===== src/rtl/jam_pkg.sv =====
// Shared definitions for the job-assignment cost server: widths, FSM states, table indexing.
package jam_pkg;
    localparam int JAM_N  = 8;
    localparam int COST_W = 7;
    localparam int SUM_W  = 10;
    localparam int CNT_W  = 4;

    typedef enum logic [1:0] {
        LOAD  = 2'd0,
        SERVE = 2'd1,
        DONE  = 2'd2
    } jam_state_e;

    // Row-major table index: worker selects the row, job the column.
    function automatic logic [5:0] jam_idx(input logic [2:0] w, input logic [2:0] j);
        return {w, j};
    endfunction
endpackage


===== src/rtl/jam_cost_table.sv =====
// Cost register file: one synchronous write port, one combinational read port, no reset.
module jam_cost_table #(
    parameter int DEPTH = 64,
    parameter int WIDTH = 7,
    parameter int AW    = $clog2(DEPTH)
) (
    input  logic             CLK,
    input  logic             we,
    input  logic [AW-1:0]    waddr,
    input  logic [WIDTH-1:0] wdata,
    input  logic [AW-1:0]    raddr,
    output logic [WIDTH-1:0] rdata
);
    logic [WIDTH-1:0] mem [DEPTH];

    always_ff @(posedge CLK) begin
        if (we) mem[waddr] <= wdata;
    end

    assign rdata = mem[raddr];
endmodule


===== src/rtl/jam_cost_server.sv =====
// Cost table responder for the assignment engine: streamed load, same-cycle lookup, result capture.
// Optional JAM_QUERY_CNT_EN adds a saturating count of distinct lookups while serving.
module jam_cost_server #(
    parameter int N_WORKERS = 8,
    parameter int COST_W    = 7
) (
    input  logic                       CLK,
    input  logic                       RST,
    input  logic                       load_valid,
    input  logic [COST_W-1:0]          load_data,
    output logic                       load_ready,
    input  logic [2:0]                 W,
    input  logic [2:0]                 J,
    output logic [COST_W-1:0]          Cost,
    input  logic                       Valid,
    input  logic [jam_pkg::SUM_W-1:0]  MinCost,
    input  logic [jam_pkg::CNT_W-1:0]  MatchCount,
    output logic                       table_full,
    output logic                       res_valid,
    output logic [jam_pkg::SUM_W-1:0]  res_min_cost,
    output logic [jam_pkg::CNT_W-1:0]  res_match_count,
    output logic                       err,
    input  logic                       restart,
    output logic [15:0]                query_cnt
);
    import jam_pkg::*;

    localparam int DEPTH = N_WORKERS * N_WORKERS;
    localparam int AW    = $clog2(DEPTH);

    jam_state_e        state_q, state_d;
    logic [AW-1:0]     idx_q;
    logic              we;
    logic [COST_W-1:0] rdata;

    always_ff @(posedge CLK) begin
        if (RST) state_q <= LOAD;
        else     state_q <= state_d;
    end

    // Valid and restart together in DONE: the restart arm is the only exit, so Valid is dropped.
    always_comb begin
        state_d = state_q;
        case (state_q)
            LOAD:    if (load_valid && idx_q == AW'(DEPTH - 1)) state_d = SERVE;
            SERVE:   if (Valid) state_d = DONE;
            DONE:    if (restart) state_d = LOAD;
            default: state_d = LOAD;
        endcase
    end

    assign we         = (state_q == LOAD) && load_valid;
    assign load_ready = (state_q == LOAD);
    assign table_full = (state_q != LOAD);
    assign res_valid  = (state_q == DONE);
    assign Cost       = table_full ? rdata : '0;

    always_ff @(posedge CLK) begin
        if (RST)                                idx_q <= '0;
        else if (we)                            idx_q <= idx_q + 1'b1;
        else if (state_q == DONE && restart)    idx_q <= '0;
    end

    always_ff @(posedge CLK) begin
        if (RST) begin
            res_min_cost    <= '0;
            res_match_count <= '0;
        end else if (state_q == SERVE && Valid) begin
            res_min_cost    <= MinCost;
            res_match_count <= MatchCount;
        end
    end

    // A result arriving before the table is complete is a protocol error; held until reset.
    always_ff @(posedge CLK) begin
        if (RST)                          err <= 1'b0;
        else if (state_q == LOAD && Valid) err <= 1'b1;
    end

    jam_cost_table #(.DEPTH(DEPTH), .WIDTH(COST_W)) u_table (
        .CLK   (CLK),
        .we    (we),
        .waddr (idx_q),
        .wdata (load_data),
        .raddr (jam_idx(W, J)),
        .rdata (rdata)
    );

`ifdef JAM_QUERY_CNT_EN
    logic [AW-1:0] prev_wj;
    logic [15:0]   qcnt;

    always_ff @(posedge CLK) begin
        if (RST) begin
            prev_wj <= '0;
            qcnt    <= '0;
        end else begin
            prev_wj <= jam_idx(W, J);
            if (state_d == LOAD && state_q != LOAD)
                qcnt <= '0;
            else if (state_q == SERVE && jam_idx(W, J) != prev_wj && qcnt != 16'hFFFF)
                qcnt <= qcnt + 16'd1;
        end
    end

    assign query_cnt = qcnt;
`else
    assign query_cnt = '0;
`endif
endmodule


===== config.mk =====
export PLATFORM = sky130hd
export DESIGN_NAME = jam_cost_server
export DESIGN_NICKNAME = d
export VERILOG_FILES = /design/src/rtl/jam_pkg.sv /design/src/rtl/jam_cost_table.sv /design/src/rtl/jam_cost_server.sv
export SDC_FILE = /design/constraint.sdc
export NUM_CORES = 1
export LEC_CHECK = 0
export CORE_ASPECT_RATIO = 0.75
export CORE_MARGIN = 2
export CORE_UTILIZATION = 35
export DETAILED_ROUTE_END_ITERATION = 8
export GPL_ROUTABILITY_DRIVEN = 0
export PLACE_DENSITY_LB_ADDON = 0.08
export SETUP_SLACK_MARGIN = 0.3
export SYNTH_ARGS = -nofsm -noshare
export SYNTH_HDL_FRONTEND = slang
export SYNTH_HIERARCHICAL = 1
export SYNTH_SLANG_ARGS = --single-unit

===== constraint.sdc =====
create_clock -name CLK -period 4.2 [get_ports CLK]
set_input_delay 0.63 -clock CLK [delete_from_list [all_inputs] [get_ports CLK]]
set_output_delay 0.63 -clock CLK [all_outputs]
set_load 0.005 [all_outputs]

==> impl_metrics.toml <==
[status]
status = "finished, final reports clean"

[clock_tree]
cts_tree = "done"
cts_num_sinks = 471
clk_path_buf_depth = 3
holdBufCountCts = 0
clkLatencyLatePin_ps = 550
cts_made_buffers = 48
clk_pin_slew_ps = 60
cts_root_buf = "clkbuf_16"
cts.htree.levels = 2

[yosys]
synth_cells = 954
netlist.area_leader.share_pct = 72.3
synthArstFlopShare_pct = 0
yosysSeqAreaShare_pct = 74.8
ys_seq_elements = 471
yosys.area.top_type = "edfxtp_1"
ys.flop_type = "edfxtp_1"
yosys-top-cells-area = "edfxtp_1, mux4_2, dfxtp_1"
ys_types = 49
synth_edf_count = 448
synth_area_sq_um = 18600
synth.avg_cell_area_sq_um = 19.5
yosysWarningCount = 6

[pwr]
clkPwrFrac_pct = 42.5
p_leak_uw = 0.00698
power_uw = 9860
power_frac_seq_pct = 52.3
p_comb_share_pct = 5.2
power.switching_uw = 2070
ir_worst_vdd_uv = 334
power_density_nw_per_um2 = 449
swShare_pct = 21.0
cell_internal_pwr_uw = 7790

[grt]
grt_pass1_vias = 9503
antenna_found_initial = 0
grt_max_degree = 45
grt_use_total_pct = 17.5
grt_pass1_wl_microns = 69300
overflow = 0

[routing]
first_pass_iters = 5
vias_per_cell = 5.12
drt-total-wl_microns = 48200
routedWlPerCell_microns = 26.1
drt_iter0_drc = 889
dr_total_vias = 9467
drt.antenna.violating_nets = 0
drc = 0

[setup_path]
crit_fanout = 28
crit_family = "buffers and inverters"
critPathSlowestCell = "mux4_2"
r2r_slack_ps = 1650
critical_path.n_buffers_inverters = 3
cp-start-kind = "primary input"
critPathCaptureType = "output port"
max_stage_delay_ps = 580
required_ps = 3570
critPathArrivalTime_ps = 3150
path_cells = "buf_8 -> buf_12 -> mux4_2 -> a22oi_1 -> a41oi_1 -> a41o_1 -> nor2b_1 -> clkdlybuf4s50_1"
path_class = "primary input to output port"

[layout]
drive_gt1_share_pct = 25.7
final_cell_mix = "edfxtp_1, mux4_2, buf_4"
fin_area_sq_um = 22000
stdcell_count = 1848
area_growth_pct = 18.2
layout_commonest_cell = "edfxtp_1"
nFillCells = 4803
fin_nets = 1130

[flow_run]
cap_viol_max_count = 0

[timing]
finalClockSkew_ps = 11.5
tightest_slew_ps = 889
hold_viol_final = 0
fin_crit_sh_pct = 90.0
setup_viol = 0
slew_headroom_pct = 40.6
fmax_mhz = 265
rsz0062_at_grt = "false"
setup_ws_ps = 421
period_minus_slack_ps = 3780
drv_slew = 0
setup_tns_ps = 0

[floorplan]
die_w_microns = 270
start_util_pct = 35.2
rows = 73
die_area_sq_um = 55000
fp.coreArea_sq_um = 52800
io_pins = 73
die_h_microns = 204

[place]
pre_cts_ws_ps = 350
portBuffers = 56
hpwl_microns = 31500
placed_area_sq_um = 20400
place_inst = 1758

[min_path]
worstHoldPathType = "flip-flop to flip-flop"
==> flip-flops by register name (all words and copies together), names as in the netlist <==
register	flops
idx_q	6
state_q	2
res_min_cost	10
err	1
u_table/mem	448
res_match_count	4
==> layer usage <==
layer	track usage [%]	share of wire [%]
met1	27.4	50
met2	25.1	43
met3	3.49	4.9
met4	3.89	1.8
met5	0	0
==> worst register-to-register path: cells and delay by family, from the launching register on <==
family           cells  cell delay [ps]
flip-flops           1              400
AND/OR/NAND/NOR      4             1790
==> Yosys cell counts, drive strengths merged (4+ instances only) <==
cell type,count
edfxtp,448
mux4,112
nor2,80
buf,47
nand2,38
a21oi,26
dfxtp,23
clkbuf,21
mux2i,18
nor2b,12
o22ai,12
nand3,11
nand2b,9
nor3,9
o21ai,9
o221ai,9
a22oi,8
o31ai,8
a211oi,5
nand3b,5
and3b,4
inv,4
nor3b,4
==> power by group through the flow <==
| stage | logic [uW] | clock network [uW] | registers [uW] |
|---|---|---|---|
| floorplan | 268 | 0 | 5260 |
| global placement | 511 | 0 | 5260 |
| detailed placement | 511 | 0 | 5260 |
| CTS | 511 | 4310 | 5160 |
| global route | 546 | 4480 | 5160 |
| finish | 508 | 4190 | 5160 |
==> final cells by class <==
| cell class | count | area, sq um | area share (%) |
|---|---|---|---|
| repair buffers | 146 | 1320 | 5.99 |
| flip-flops and latches | 471 | 13900 | 63.3 |
| clock inverters | 29 | 267 | 1.21 |
| well taps | 712 | 891 | 4.05 |
| clock buffers | 58 | 1260 | 5.73 |
| inverters | 4 | 15.0 | 0.0683 |
| diodes | 2 | 5.00 | 0.0228 |
| multi-input cells | 426 | 4310 | 19.6 |
==> through the flow <==
step | hold WS, ps | util, %
after floorplan | 453 | -
after global placement | 443 | 38.6
after detailed placement | 449 | 38.6
after CTS | 456 | 41.5
after global routing | 465 | 41.6
final | 452 | 41.6
==> final timing paths <==
path / start / to / cells past startpoint
max reg2reg: state_q[0] / u_table/mem[60][0] / 4
min: res_min_cost[9] / res_min_cost[9] / 2
max: J[0] / Cost[0] / 8
min reg2reg: res_min_cost[9] / res_min_cost[9] / 2
==> timing repair <==
action | in CTS | in global routing
endpoints found under the setup margin | 0 | 3
gates resized for setup | 0 | 5
setup buffers | 0 | 0
==> cell families (layout without fill, tap and decap cells) <==
group | count (synthesis) | after routing | synth area share (%)
AOI/OAI and AO/OA | 92 | 92 | 3.35
and+or+nand+nor | 185 | 185 | 4.76
other | 1 | 18 | 0.0202
DFF | 471 | 471 | 74.8
buffers and inverters | 72 | 237 | 2.35
adders and majority gates | 1 | 1 | 0.0673
muxes | 132 | 132 | 14.7
Power figures use the tool's default switching activity.
==> RTL edit, RTL diff (same flow settings) <==
The package constant `SUM_W` goes from 10 to 11.
--- a/src/rtl/jam_pkg.sv
+++ b/src/rtl/jam_pkg.sv
@@ -2,7 +2,7 @@
 package jam_pkg;
     localparam int JAM_N  = 8;
     localparam int COST_W = 7;
-    localparam int SUM_W  = 10;
+    localparam int SUM_W  = 11;
     localparam int CNT_W  = 4;
 
     typedef enum logic [1:0] {
Ports: changed (resized MinCost and res_min_cost); port bits go from 73 to 75. No check against the original RTL was run, so the function may have changed too.
==> RTL edit against the unedited design <==
  * Synthesized area increased by 0.15%
  * Sequential cell count increased by 1
  * Highest routed layer unchanged
  * Hold slack got worse by 35 ps
  * Design area increased by 0.19%
  * Sequential power about the same
  * Worst setup slack got worse by 53 ps
  * Sequential share of layout area about the same
  * Largest cell class unchanged
  * Clock skew increased by 14 ps
  * Wire length decreased by 1.5%
  * Power decreased by 0.44%
==> RTL edit: results (changes against the unedited design) <==
Cells and area
  • Final nets: 1136 (+0.53%)
  • Diodes inserted: 0 (-2)
  • Fill cells: 4766 (-0.77%)
  • Regs by FF count: u_table/mem (448), res_min_cost (11), idx_q (6)
  • Share of cells above drive strength 1: 25.42% (-0.33 points)

GRT
  • Routing usage on met3: 3.179% (-0.31 points)
  • Initial antenna violation count: 0 (unchanged)
  • Vias in the first global route: 9511 (+0.084%)
  • Grt met2 use: 25.14% (+0.082 points)
  • Grt met1 use: 27.25% (-0.15 points)
  • First-pass GRT wire length: 69.45 mm (+0.21%)
  • GRT Util Overall: 17.51% (about the same)
  • Largest net degree at the start of global routing: 65 (+44%)

Setup path
  • Crit path from: W[0]
  • Worst-path fanout max: 26 (-7.1%)
  • Worst flop-to-flop path endpoint: u_table/mem[36][2]
  • Slowest cell on crit path: clkdlybuf4s50_1
  • Crit path largest cell delay: 550 ps (-30 ps)
  • CP Capture Point: Cost[6]
  • Critical path arrival: 3200 ps (+50 ps)

Min path
  • Min-Delay Path Depth: 1 (-1)
  • Hold endpoint: u_table/mem[27][1]
  • Worst Hold Class: primary input to register
  • Hold_sp: load_data[1]

STA
  • Final Skew: 25.36 ps (+13.90 ps)
  • Relative max-transition margin: 34.48% (-6.1 points)

Yosys
  • Cell variety after synth: 45 (-8.2%)
  • Area contributors post-synth: edfxtp_1 72%, mux4_2 14%, dfxtp_1 2.6%
  • Number of enable flip-flop cells after synthesis: 448 (unchanged)
  • Post-synth top cells: 448 x edfxtp_1, 112 x mux4_2, 80 x nor2_1
  • Part of the Yosys area used for sequential elements: 74.80% (about the same)
  • Yosys Warn Count: 6 (unchanged)
  • Top FF cell, synth: edfxtp_1

Place
  • # port buffers: 58 (+3.6%)
  • Hpwl dp: 30.55 mm (-2.9%)
  • Dpl cell area: 20440 um^2 (+0.17%)

Route
  • M1 WL: 23.45 mm (-3.0%)
  • Vias: 9417 (-0.53%)
  • Metal2 WL: 20.51 mm (-1.3%)
  • Initial DRC Count: 786 (-12%)
  • Metal3 WL: 2.552 mm (+8.6%)
  • Wire per inst: 25.61 um (-1.8%)
  • Pre-Repair DR Iteration Count: 5 (unchanged)

Power and ir drop
  • Sw Share: 21.54% (+0.50 points)
  • Lkg Pwr: 0.006993 uW (+0.15%)
  • Seq pwr share: 52.6% (+0.3 points)
  • Max IR drop VDD: 0.0002597 V (-22%)

Clock tree
  • TritonCTS Buffers: 49 (+2.1%)
  • Root buf cell: clkbuf_16
  • Clock transition at path regs: 60 ps (about the same)
  • Skew-Pair Late Insertion Delay: 590 ps (+40 ps)

Run status
  • Status: completed
## RTL edit: changes by cell type in the layout (fill, tap and decap cells not counted), sizes merged, moves of 2 or more
| cell | delta |
|---|---|
| bufinv | -2 |
| clkinv | +2 |
| nand2 | +2 |
| diode | -2 |
| clkbuf | +3 |
| clkinvlp | -2 |
## RTL edit: through the flow
| step | power (uW) | hold WS, ps | setup slack, ps | instances |
|---|---|---|---|---|
| 6_report | 9817 | 416.5 | 368.2 | 1853 |
| 4_1_cts | 9939 | 389.2 | 247.2 | 1853 |
| 2_1_floorplan | 5534 | 452.7 | 1428 | 974 |
| 3_3_place_gp | 5776 | 443.9 | 179.6 | 1761 |
| 3_5_place_dp | 5776 | 449.2 | 214.2 | 1761 |
| 5_1_grt | 10160 | 407.8 | 299.4 | 1853 |
## RTL edit: timing repair
action                                  4_1_cts  5_1_grt
endpoints found under the setup margin        4        6
buffers inserted                              2        0
resized for setup                             3       12
cloned                                        0        0
## RTL edit: cell type report
class,count,area (um^2),area share (%)
well taps,712,890.9,4.045
multi-input cells,429,4352,19.76
clock buffers,62,1275,5.789
clock inverters,28,229.0,1.040
repair buffers,146,1328,6.028
flip-flops and latches,472,13930,63.27
inverters,4,15.01,0.06818
## RTL edit: cell families (layout without fill, tap and decap cells)
| family | Yosys count | count (layout) | synth area share (%) |
|---|---|---|---|
| AND/OR/NAND/NOR | 187 | 187 | 4.749 |
| adder cells (fa/ha/maj) | 1 | 1 | 0.06716 |
| flip-flops | 472 | 472 | 74.80 |
| buffers and inverters | 73 | 240 | 2.371 |
| other | 1 | 16 | 0.02013 |
| multiplexers | 132 | 132 | 14.63 |
| AO/OA/AOI/OAI | 93 | 93 | 3.365 |
